### config.mk
export PLATFORM = sky130hd
export DESIGN_NAME = mult_div_unit
export DESIGN_NICKNAME = d
export VERILOG_FILES = /design/src/rtl/mult_div_unit.sv
export SDC_FILE = /design/constraint.sdc
export NUM_CORES = 1
export LEC_CHECK = 0
export CORE_MARGIN = 4
export CORE_UTILIZATION = 52
export DETAILED_ROUTE_END_ITERATION = 8
export PLACE_DENSITY_LB_ADDON = 0.25
export SYNTH_ARGS = -nofsm -noshare
export SYNTH_HDL_FRONTEND = slang
export SYNTH_SLANG_ARGS = --single-unit
### constraint.sdc
create_clock -name clk -period 4.8 [get_ports clk]
set_input_delay 1.44 -clock clk [delete_from_list [all_inputs] [get_ports clk]]
set_output_delay 1.44 -clock clk [all_outputs]
set_load 0.05 [all_outputs]
### src/rtl/mult_div_unit.sv
// Iterative multiply/divide unit for the MIPS datapath.
// MULT/MULTU use a shift-add multiply and DIV/DIVU use a restoring divide. Both
// take one iteration per clock over WIDTH clocks. A final fix-up cycle applies
// the result signs and writes HI/LO.
`timescale 1ns/1ps

module mult_div_unit #(
    parameter int WIDTH = 32
) (
    input  logic             clk,
    input  logic             rst_n,
    input  logic             start,
    input  logic [1:0]       op,
    input  logic [WIDTH-1:0] a,
    input  logic [WIDTH-1:0] b,
    output logic             busy,
    output logic             done,
    output logic             div_by_zero,
    output logic [WIDTH-1:0] hi,
    output logic [WIDTH-1:0] lo
);

    localparam logic [1:0] S_IDLE = 2'd0;
    localparam logic [1:0] S_CALC = 2'd1;
    localparam logic [1:0] S_FIX  = 2'd2;

    localparam int              CW   = $clog2(WIDTH);
    localparam logic [CW-1:0]   LAST = CW'(WIDTH - 1);

    // Control state
    logic [1:0]        state_q,   state_d;
    logic [CW-1:0]     cnt_q,     cnt_d;
    logic              is_div_q,  is_div_d;
    logic              neg_q,     neg_d;      // product / quotient sign
    logic              neg_rem_q, neg_rem_d;  // remainder follows the dividend
    logic              zero_q,    zero_d;     // divisor was zero
    logic [WIDTH-1:0]  a_orig_q,  a_orig_d;   // reported as HI on divide-by-zero
    logic [WIDTH-1:0]  dvsr_q,    dvsr_d;     // |b|: multiplicand or divisor

    // Datapath: {upper W+1 bits, lower W bits}.
    // Multiply: upper holds the running partial product and lower holds the multiplier.
    // Divide: upper holds the partial remainder and lower holds the dividend/quotient.
    logic [2*WIDTH:0]  acc_q,     acc_d;

    // Architectural outputs
    logic [WIDTH-1:0]  hi_q,      hi_d;
    logic [WIDTH-1:0]  lo_q,      lo_d;
    logic              done_q,    done_d;
    logic              dbz_q,     dbz_d;

    // Iteration helpers
    logic              op_signed;
    logic [WIDTH-1:0]  a_mag, b_mag;
    logic [WIDTH:0]    mul_upper;
    logic [2*WIDTH:0]  mul_next;
    logic [2*WIDTH:0]  div_shift;
    logic [WIDTH:0]    div_diff;
    logic [2*WIDTH:0]  div_next;
    logic [2*WIDTH-1:0] prod_fix;
    logic [WIDTH-1:0]  quo_fix, rem_fix;

    assign busy        = (state_q != S_IDLE);
    assign done        = done_q;
    assign div_by_zero = dbz_q;
    assign hi          = hi_q;
    assign lo          = lo_q;

    // Operand magnitudes and one shift-add / shift-subtract step
    always_comb begin
        op_signed = ~op[0];
        a_mag     = (op_signed && a[WIDTH-1]) ? (~a + 1'b1) : a;
        b_mag     = (op_signed && b[WIDTH-1]) ? (~b + 1'b1) : b;

        mul_upper = acc_q[2*WIDTH:WIDTH] + (acc_q[0] ? {1'b0, dvsr_q} : '0);
        mul_next  = {mul_upper, acc_q[WIDTH-1:0]} >> 1;

        div_shift = {acc_q[2*WIDTH-1:0], 1'b0};
        div_diff  = div_shift[2*WIDTH:WIDTH] - {1'b0, dvsr_q};
        div_next  = div_shift;
        if (div_shift[2*WIDTH:WIDTH] >= {1'b0, dvsr_q}) begin
            div_next[2*WIDTH:WIDTH] = div_diff;
            div_next[0]             = 1'b1;
        end

        prod_fix = neg_q ? (~acc_q[2*WIDTH-1:0] + 1'b1) : acc_q[2*WIDTH-1:0];
        quo_fix  = neg_q ? (~acc_q[WIDTH-1:0] + 1'b1) : acc_q[WIDTH-1:0];
        rem_fix  = neg_rem_q ? (~acc_q[2*WIDTH-1:WIDTH] + 1'b1) : acc_q[2*WIDTH-1:WIDTH];
    end

    // Next-state logic for the IDLE -> CALC -> FIX sequence
    always_comb begin
        // NOTE: every signal gets a hold default first so no path infers a latch.
        state_d   = state_q;
        cnt_d     = cnt_q;
        is_div_d  = is_div_q;
        neg_d     = neg_q;
        neg_rem_d = neg_rem_q;
        zero_d    = zero_q;
        a_orig_d  = a_orig_q;
        dvsr_d    = dvsr_q;
        acc_d     = acc_q;
        hi_d      = hi_q;
        lo_d      = lo_q;
        dbz_d     = dbz_q;
        done_d    = 1'b0;

        case (state_q)
            S_IDLE: begin
                if (start) begin
                    is_div_d  = op[1];
                    neg_d     = op_signed & (a[WIDTH-1] ^ b[WIDTH-1]);
                    neg_rem_d = op_signed & a[WIDTH-1];
                    zero_d    = (b == '0);
                    a_orig_d  = a;
                    dvsr_d    = b_mag;
                    acc_d     = {{(WIDTH+1){1'b0}}, a_mag};
                    cnt_d     = '0;
                    state_d   = S_CALC;
                end
            end
            S_CALC: begin
                acc_d = is_div_q ? div_next : mul_next;
                cnt_d = cnt_q + 1'b1;
                if (cnt_q == LAST) begin
                    state_d = S_FIX;
                end
            end
            S_FIX: begin
                if (!is_div_q) begin
                    hi_d  = prod_fix[2*WIDTH-1:WIDTH];
                    lo_d  = prod_fix[WIDTH-1:0];
                    dbz_d = 1'b0;
                end else if (zero_q) begin
                    hi_d  = a_orig_q;
                    lo_d  = '1;
                    dbz_d = 1'b1;
                end else begin
                    hi_d  = rem_fix;
                    lo_d  = quo_fix;
                    dbz_d = 1'b0;
                end
                done_d  = 1'b1;
                state_d = S_IDLE;
            end
            default: state_d = S_IDLE;
        endcase
    end

    // State registers with asynchronous reset that abandons any operation in flight
    always_ff @(posedge clk or negedge rst_n) begin
        // NOTE: sequential state uses non-blocking assignments so all flops update together.
        if (!rst_n) begin
            state_q   <= S_IDLE;
            cnt_q     <= '0;
            is_div_q  <= 1'b0;
            neg_q     <= 1'b0;
            neg_rem_q <= 1'b0;
            zero_q    <= 1'b0;
            a_orig_q  <= '0;
            dvsr_q    <= '0;
            acc_q     <= '0;
            hi_q      <= '0;
            lo_q      <= '0;
            done_q    <= 1'b0;
            dbz_q     <= 1'b0;
        end else begin
            state_q   <= state_d;
            cnt_q     <= cnt_d;
            is_div_q  <= is_div_d;
            neg_q     <= neg_d;
            neg_rem_q <= neg_rem_d;
            zero_q    <= zero_d;
            a_orig_q  <= a_orig_d;
            dvsr_q    <= dvsr_d;
            acc_q     <= acc_d;
            hi_q      <= hi_d;
            lo_q      <= lo_d;
            done_q    <= done_d;
            dbz_q     <= dbz_d;
        end
    end

endmodule

After elaboration in Yosys (flattened, before gate mapping)
Index checks and enable logic that the tools add are counted.
- logic and storage cells: 68
- memories kept: 0
- ROM bits: 0
- bits in latches: 0
- bits in registers: 206
- input port bits: 69
- RAM bits: 0
- $add $sub $neg: 8
- order comparisons: 1
- $mul: 0
- bitwise logic cells: 9
- shift operators: 0
- reductions and logical operators: 9
- muxes and demuxes: 23
- equal/unequal tests: 5
- divide/modulo/power cells: 0
- operators with widths (cell ; number):
    $mux W32 ; 9
    $mux W65 ; 2
    $pmux W65 S2 ; 1
    $add A32 B1 Y32 const B ; 4
    $not A32 Y32 ; 4
    $add A64 B1 Y64 const B ; 1
    $mux W64 ; 1
    $not A64 Y64 ; 1
    $add A33 B32 Y33 ; 1
    $ge A33 B32 Y1 ; 1
    $mux W33 ; 1
    $sub A33 B32 Y33 ; 1
    $logic_not A32 Y1 ; 1
    $pmux W5 S2 ; 1
    $reduce_and A2 Y1 ; 3
    $add A5 B1 Y5 const B ; 1
    $eq A5 B5 Y1 const B ; 1
    $mux W5 ; 1
    $mux W1 ; 4
    $mux W2 ; 2
    $ne A2 B2 Y1 const B ; 2
    $pmux W2 S2 ; 1
    $reduce_bool A2 Y1 ; 2
    $and A1 B1 Y1 ; 2
    other kinds (6) ; 7

Logic depth before layout (Yosys ltp)
Gate-level depths: netlist of run 1.
- word-level depth: 5
- mapped depth: 14

Worst setup path before layout of run 1
OpenSTA, ideal clock, no wires.
- path kind: input-to-reg
- start point: input a[5]
- end point: register acc_q[29]
- data arrival time: 3.525 ns
- buffers on the path: 0
- path slack: 1.142 ns
- required time: 4.667 ns
- stages: 9
- library setup time: 0.133 ns
- path through: or4_1 > nor4_1 > nand2_1 > nor3_1 > a31oi_1 > xnor2_1 > nand2_1 > o211ai_1 > o21ai_0
- longest elaborated chain between the ends: 5
- ends and longest elaborated chain (what ; RTL line ; source):
    from (decl) ; 14 ; input logic [WIDTH-1:0] a,
    $not A32 Y32 ; 71 ; a_mag = (op_signed && a[WIDTH-1]) ? (~a + 1'b1) : a;
    $add A32 B1 Y32 ; 71 ;
    $mux W32 ; 71 ;
    $mux W65 ; 109 ; if (start) begin
    $pmux W65 S2 ; 107 ; case (state_q)
    to (signal assigned) ; 161 ; acc_q <= '0;
    to (signal assigned) ; 175 ; acc_q <= acc_d;
    to (decl) ; 43 ; logic [2*WIDTH:0] acc_q, acc_d;
No other way between the ends. The select of a mux whose other input is x is not followed.
A chain may end at the register's enable or synchronous reset.

Worst setup path after layout of run 1
- start point: register acc_q[0]
- end point: register hi_q[2], in the netlist hi[2]
- longest elaborated chain between the ends: 4
- ends and longest elaborated chain (what ; RTL line ; source):
    $not A64 Y64 ; 85 ; prod_fix = neg_q ? (~acc_q[2*WIDTH-1:0] + 1'b1) : acc_q[2*WIDTH-1:0];
    $add A64 B1 Y64 ; 85 ;
    $mux W64 ; 85 ;
    $mux W32 ; 129 ; if (!is_div_q) begin
    to (signal assigned) ; 176 ; hi_q <= hi_d;
    to (decl) ; 46 ; logic [WIDTH-1:0] hi_q, hi_d;
No other way between the ends.

==> impl_results.md, run 1 <==
- Hold Path Class: register to register
- Leakage: 7.897 nW
- Largest family of logic cells by synthesized area: compound AO/OA/AOI/OAI gates
- Area Growth Syn to Fin: 14.98%
- Top cell type by total area after synthesis: dfrtp_1
- Final worst path period share: 85.54%
- Adder-cell share of the synthesized area: 5.677%
- Grt ovf: 0
- Full die area: 33900 sq um
- Yosys warning count: 0
- Number of synthesized flops with an enable pin: 0
- Clock latency on the worst-skew pair: 0.53 ns
- Worst Tran Pin Value: 1.239 ns
- Post-Syn Nets: 2178
- Crit path launch: acc_q[0]
- Fin nets: 2234
- Commonest non-fill, non-tap cell in the layout: nand2_1
- FF+latch count, synth: 206
- Post-synthesis compound-gate area fraction: 22.60%
- Htree depth: 1
- Routed len/inst: 19.90 microns
- Synth top area share: 31.96%
- Post-route ant nets: 0
- CTS Buffer Depth: 3
- Diode count: 0
- Most used DFF post-synth: dfrtp_1
- Via density: 6.116
- Yosys cell types: 75
- Width of the die: 184.1 microns
- Post-CTS Resized: 0
- Num ports: 136
- First-pass GRT wire length: 78640 microns
- Sequential share of the synthesized area: 31.96%
- Final hold violation count: 0
- # rows: 64
- Syn avg cell area: 7.919 sq um
- Critical Path Sink Type: register
- Cell Area, Synth: 16130 sq um
- Critical path startpoint category: register
- Post-Synth XOR/XNOR Area: 10.32%
- Placeable core area: 30590 sq um
- Min-delay src: hi[14]
- Final setup viols: 0
- Max Freq: 243.6 MHz
- Status: complete, no violations
- Pin count of the biggest net entering global routing: 113
- Place WS: 0.2363 ns
- CTS root buf: clkbuf_16
- Final wirelength: 49880 microns
- Number of setup buffers added after CTS: 0
- Fin area: 18550 sq um
- Final Max Slew Viols: 0
- Routability-driven placement congestion ratio: 0.9477
- Die H: 184.1 microns
- Post-synthesis async set-or-reset flop share: 100.0%
- Worst slew margin: 17.10%
- Pwr dens: 756.6 nW/um^2
- MaxCap Viol Count: 0
- Arrival time at the worst endpoint: 4.49 ns
- Total clock buffers created by CTS: 24
- Vias in the first global route: 14578
- Quantity of I/O buffers inserted on ports: 135
- TritonCTS clock tree: done
- Gate Count Post-Synth: 2037
- Clk sinks: 206
- Layout cells sized above 1: 5.400%
- Clock Skew: 0.01217 ns
- Post-CTS Hold Buffers: 0
- Post-synthesis mux area share: 5.352%
- Commonest non-fill, non-tap cells in the layout: nand2_1, o21ai_0, dfrtp_1
- Initial Util: 52.74%
- Worst vdd ir: 0.4900 mV
- Post-synthesis simple-gate area fraction: 19.30%
- Most area-consuming cells after synthesis: dfrtp_1, nand2_1, o21ai_0
- Kind of critical path: register to register
- Pre-antenna DRT Iters: 5
- RSZ-0062 raised after global routing: false
- Clock transition at path regs: 0.06 ns
- Period minus WS final: 4.106 ns
- Final HPWL DP: 37850 microns
- Reg-to-reg startpoint: acc_q[0]
- Dpl cell area: 17750 sq um
- Worst Path Max Fanout: 15
- DRT iter0 DRCs: 1312
- Setup TNS: 0 ns
- Initial antenna violation count: 2
- Critical Path RT: 5.19 ns
- Vias: 15334
- DRC Markers: 0
- Slack of the critical path: 0.6941 ns
- GR Util All Layers: 28.56%
## logic make-up (layout without fill, tap and decap cells)
logic type	after synthesis	count (layout)
DFF	206	206
xor gates and xnor gates	190	190
and+or+nand+nor	682	682
muxes	85	85
buffers and inverters	203	277
adders and majority gates	72	72
AOI/OAI and AO/OA	599	599
## state kept, by name, indices dropped and copies added, names as in the netlist
register / cells
neg_rem_q: 1
done: 1
a_orig_q: 32
zero_q: 1
hi: 32
state_q: 2
lo: 32
is_div_q: 1
cnt_q: 5
acc_q: 65
div_by_zero: 1
dvsr_q: 32
neg_q: 1
## routing by layer
layer | share of wire [%] | vias up | track usage [%]
met1 | 45 | 7328 | 41.59
met5 | 0.054 | - | 0
met4 | 2.9 | 4 | 8.548
met2 | 45 | 585 | 43.87
met3 | 7.5 | 104 | 4.796
li1 | - | 7313 | -
## where the power goes
part	internal, mW	leakage, nW	switching [mW]
clock	1.10	0.383	0.762
sequential	2.39	2.39	1.07
combinational	3.61	5.13	5.11
total	7.09	7.90	6.94
## cell type report
cell class / count / area, sq um
clock inverter: 11 / 120.1
timing repair buffer: 162 / 1608
clock buffer: 33 / 675.6
inverter: 71 / 266.5
sequential: 206 / 5160
multi-input combinational: 1628 / 10220
fill: 2795 / 12040
tap: 396 / 495.5
## metrics by stage
step | power (mW) | util, % | instances | hold WS [ns]
floorplan | 9.657 | - | 2037 | 0.4406
global placement | 11.84 | 58.04 | 2463 | 0.4546
detailed placement | 12.00 | 58.04 | 2463 | 0.4609
CTS | 13.91 | 60.64 | 2507 | 0.4740
global route | 15.11 | 60.64 | 2507 | 0.4950
finish | 14.04 | 60.64 | 2507 | 0.4651
## synthesized netlist by cell type, types with 16 or more instances
cell,n
nand3_1,27
xnor2_1,104
o21ai_1,18
or2_2,16
xor2_1,86
nand2_1,300
a211oi_1,17
clkbuf_1,120
o31ai_1,28
a21oi_1,146
nor3_1,32
nand2b_1,23
o21ai_0,209
dfrtp_1,206
or4_1,20
o211ai_1,46
nand4_1,16
a21o_1,38
inv_1,69
or3_1,29
ha_1,70
nor2_1,162
mux2i_1,75
## final timing paths
kind	slack (ns)	depth (start not counted)	endpoint
hold / removal	0.47	2	hi[14]
hold reg to reg	0.47	2	hi[14]
setup / recovery	0.69	10	hi[2]
max in group asynchronous	2.95	2	acc_q[30]
setup reg to reg	0.69	10	hi[2]
min in group asynchronous	1.01	1	hi[21]
## worst max-delay path: stages, from the launching register on
cell      delay, ns
dfrtp_1        0.43
inv_1          0.42
ha_1           0.25
nand2b_1       0.19
nor4_1         0.78
nand3_1        0.32
nand2b_1       0.51
o21ai_0        0.34
xnor2_1        0.08
o21ai_0        0.53
nand2_1        0.10
No activity file was read; power rests on OpenSTA's default activity.
==> inputs of run 2 (changes only) <==
==> constraint.sdc (replaced) <==
create_clock -name clk -period 5.2 [get_ports clk]
set_input_delay 1.56 -clock clk [delete_from_list [all_inputs] [get_ports clk]]
set_output_delay 1.56 -clock clk [all_outputs]
set_load 0.05 [all_outputs]
==> run 2 against run 1 <==
  * Clock skew up 0.0036 ns
  * Combinational power decreased by 7.7%
  * Count of clock-buffer cells in the layout increased by 1
  * Die area unchanged
  * Global-route usage up 0.39 points
  * Sequential share of layout area is essentially flat
  * Critical path depth is the same
  * Critical path type unchanged
  * Largest cell class unchanged
  * Highest routed layer unchanged
==> impl_results.md, run 2 (synthesis gave the netlist of run 1 again) <==
- Status: complete, no violations
- DRT iter0 DRCs: 1532 (+17%)
- Via density: 6.131 (+0.24%)
- Initial Util: 52.74% (unchanged)
- # rows: 64 (unchanged)
- Critical-path top delay cell: nor4_1
- Post-route ant nets: 0 (unchanged)
- Critical path startpoint category: register
- Crit path launch: acc_q[0]
- Final Non-Filler Cells: 2505 (-0.080%)
- Pre-antenna DRT Iters: 6 (+1)
- TritonCTS clock tree: done
- Worst hold stages: 2 (unchanged)
- Period minus WS final: 4.251 ns (+0.1448 ns)
- Layout cells sized above 1: 5.311% (-0.090 points)
- Diode count: 0 (unchanged)
- Placeable core area: 30590 sq um (unchanged)
- CP cell instances: inv_1 -> ha_1 -> nand2b_1 -> nor4_1 -> nand3_1 -> nand2b_1 -> o21ai_0 -> xnor2_1 -> o21ai_0 -> nand2_1
- Vias: 15358 (+0.16%)
- Critical path endpoint: hi[2]
- Clock transition at path regs: 0.06 ns (about the same)
- Max Freq: 235.3 MHz (-3.4%)
- Grt ovf: 0 (unchanged)
- Routability-driven placement congestion ratio: 0.9575 (+1.0%)
- Final hold violation count: 0 (unchanged)
- Pwr dens: 703.8 nW/um^2 (-7.0%)
- R2r setup slk: 0.95 ns (+0.26 ns)
- Arrival time at the worst endpoint: 4.64 ns (+0.15 ns)
- Initial antenna violation count: 2 (unchanged)
- Worst vdd ir: 0.6078 mV (+24%)
- Setup TNS: 0 ns (unchanged)
- Pin count of the biggest net entering global routing: 107 (-5.3%)
- Final Max Slew Viols: 0 (unchanged)
- Dpl cells: 2461 (-0.081%)
- Fin nets: 2232 (-0.090%)
- Worst Tran Pin Value: 1.165 ns (-0.07427 ns)
- CTS root buf: clkbuf_16
- Full die area: 33900 sq um (unchanged)
- Final setup viols: 0 (unchanged)
- First-pass GRT wire length: 80180 microns (+2.0%)
- Clock Skew: 0.01572 ns (+0.003551 ns)
- CTS Buffer Depth: 3 (unchanged)
- Critical Path RT: 5.59 ns (+0.40 ns)
- Post-CTS Hold Buffers: 0 (unchanged)
- MaxCap Viol Count: 0 (unchanged)
- Post-CTS Resized: 0 (unchanged)
- Width of the die: 184.1 microns (unchanged)
- Leakage: 7.918 nW (+0.27%)
- Kind of critical path: register to register
- Worst path max stage delay: 0.86 ns (+0.08 ns)
- Hold Path Class: register to register
- Reg-to-reg startpoint: acc_q[0]
- Clock latency on the worst-skew pair: 0.53 ns (about the same)
- Buffers plus inverters on the worst setup path: 1 (unchanged)
- Critical Path Sink Type: register
- Worst path top cell family by delay: simple AND/OR/NAND/NOR gates
- Clk sinks: 206 (unchanged)
- Final wirelength: 50030 microns (+0.30%)
- Top reg by flops: acc_q
- Die H: 184.1 microns (unchanged)
- R2r endpoint: hi[2]
- CP Depth: 10 (unchanged)
- Commonest non-fill, non-tap cells in the layout: nand2_1, o21ai_0, dfrtp_1
- DRC Markers: 0 (unchanged)
- Vias in the first global route: 14886 (+2.1%)
- Number of setup buffers added after CTS: 0 (unchanged)
- Routed len/inst: 19.97 microns (+0.38%)
- Final worst path period share: 81.74% (-3.8 points)
- RSZ-0062 raised after global routing: false
- Reg2reg path depth: 10 (unchanged)
- GR Util All Layers: 28.95% (+0.39 points)
- Area Growth Syn to Fin: 15.16%
- Commonest non-fill, non-tap cell in the layout: nand2_1
- Worst Path Max Fanout: 15 (unchanged)
- Num ports: 136 (unchanged)
- Htree depth: 1 (unchanged)
- Max reg flops: 65 (unchanged)
- Worst slew margin: 22.35% (+5.3 points)
- Final HPWL DP: 37210 microns (-1.7%)
- Total clock buffers created by CTS: 24 (unchanged)
- Quantity of I/O buffers inserted on ports: 135 (unchanged)
run 2: changes by cell type in the layout (fill, tap and decap cells not counted):
cell,before,now
buf_12,4,2
clkinv_8,0,1
clkbuf_8,3,5
clkinvlp_4,3,0
clkbuf_16,25,24
clkinv_4,1,0
bufinv_16,2,5
inv_6,1,0
run 2: per-layer routing:
metal  share of wire [%]  track usage [%]  vias up
met5               0.048                0        -
met4                 2.4            7.483        4
met3                 9.0            4.914       75
met2                  45            45.25      628
met1                  43            41.93     7351
li1                    -                -     7300
run 2: worst min-delay path, cell delays in order (launching register included):
cell     delay [ns]
dfrtp_1        0.35
nand2_1        0.05
nand2_1        0.05
run 2: report_power, final:
group          total [mW]  leakage (nW)  internal, mW  switching [mW]
Sequential           3.17          2.39          2.21           0.966
Clock                1.85         0.425          1.16           0.696
Combinational        8.05          5.10          3.31            4.74
Total                13.1          7.92          6.68            6.40
run 2: layout make-up:
cell class	count	area, sq um
Clock buffer	34	678.2
Clock inverter	10	186.4
Fill cell	2718	12010
Inverter	71	266.5
Multi-Input combinational cell	1628	10220
Sequential cell	206	5160
Tap cell	396	495.5
Timing Repair Buffer	160	1568
run 2: worst min-delay path by stage:
stage                     slack, ns         from          end
after CTS                      0.48       hi[14]       hi[14]
after floorplan                0.44  a_orig_q[0]  a_orig_q[0]
after global placement         0.46       hi[14]       hi[14]
after detailed placement       0.46       hi[10]       hi[10]
final                          0.47       hi[14]       hi[14]
after global routing           0.50   dvsr_q[30]   dvsr_q[30]
run 2: stage by stage:
stage                     hold slack, ns  total power [mW]  utilization [%]  setup WS, ns  area, sq um
after floorplan                   0.4406             8.915                -         1.422        16130
after global placement            0.4555             10.89            57.91        0.6376        17710
after detailed placement          0.4637             11.03            57.91        0.5980        17710
after CTS                         0.4776             12.94            60.73         1.145        18580
after global routing              0.4971             14.08            60.73        0.7225        18580
final                             0.4719             13.08            60.73        0.9493        18580
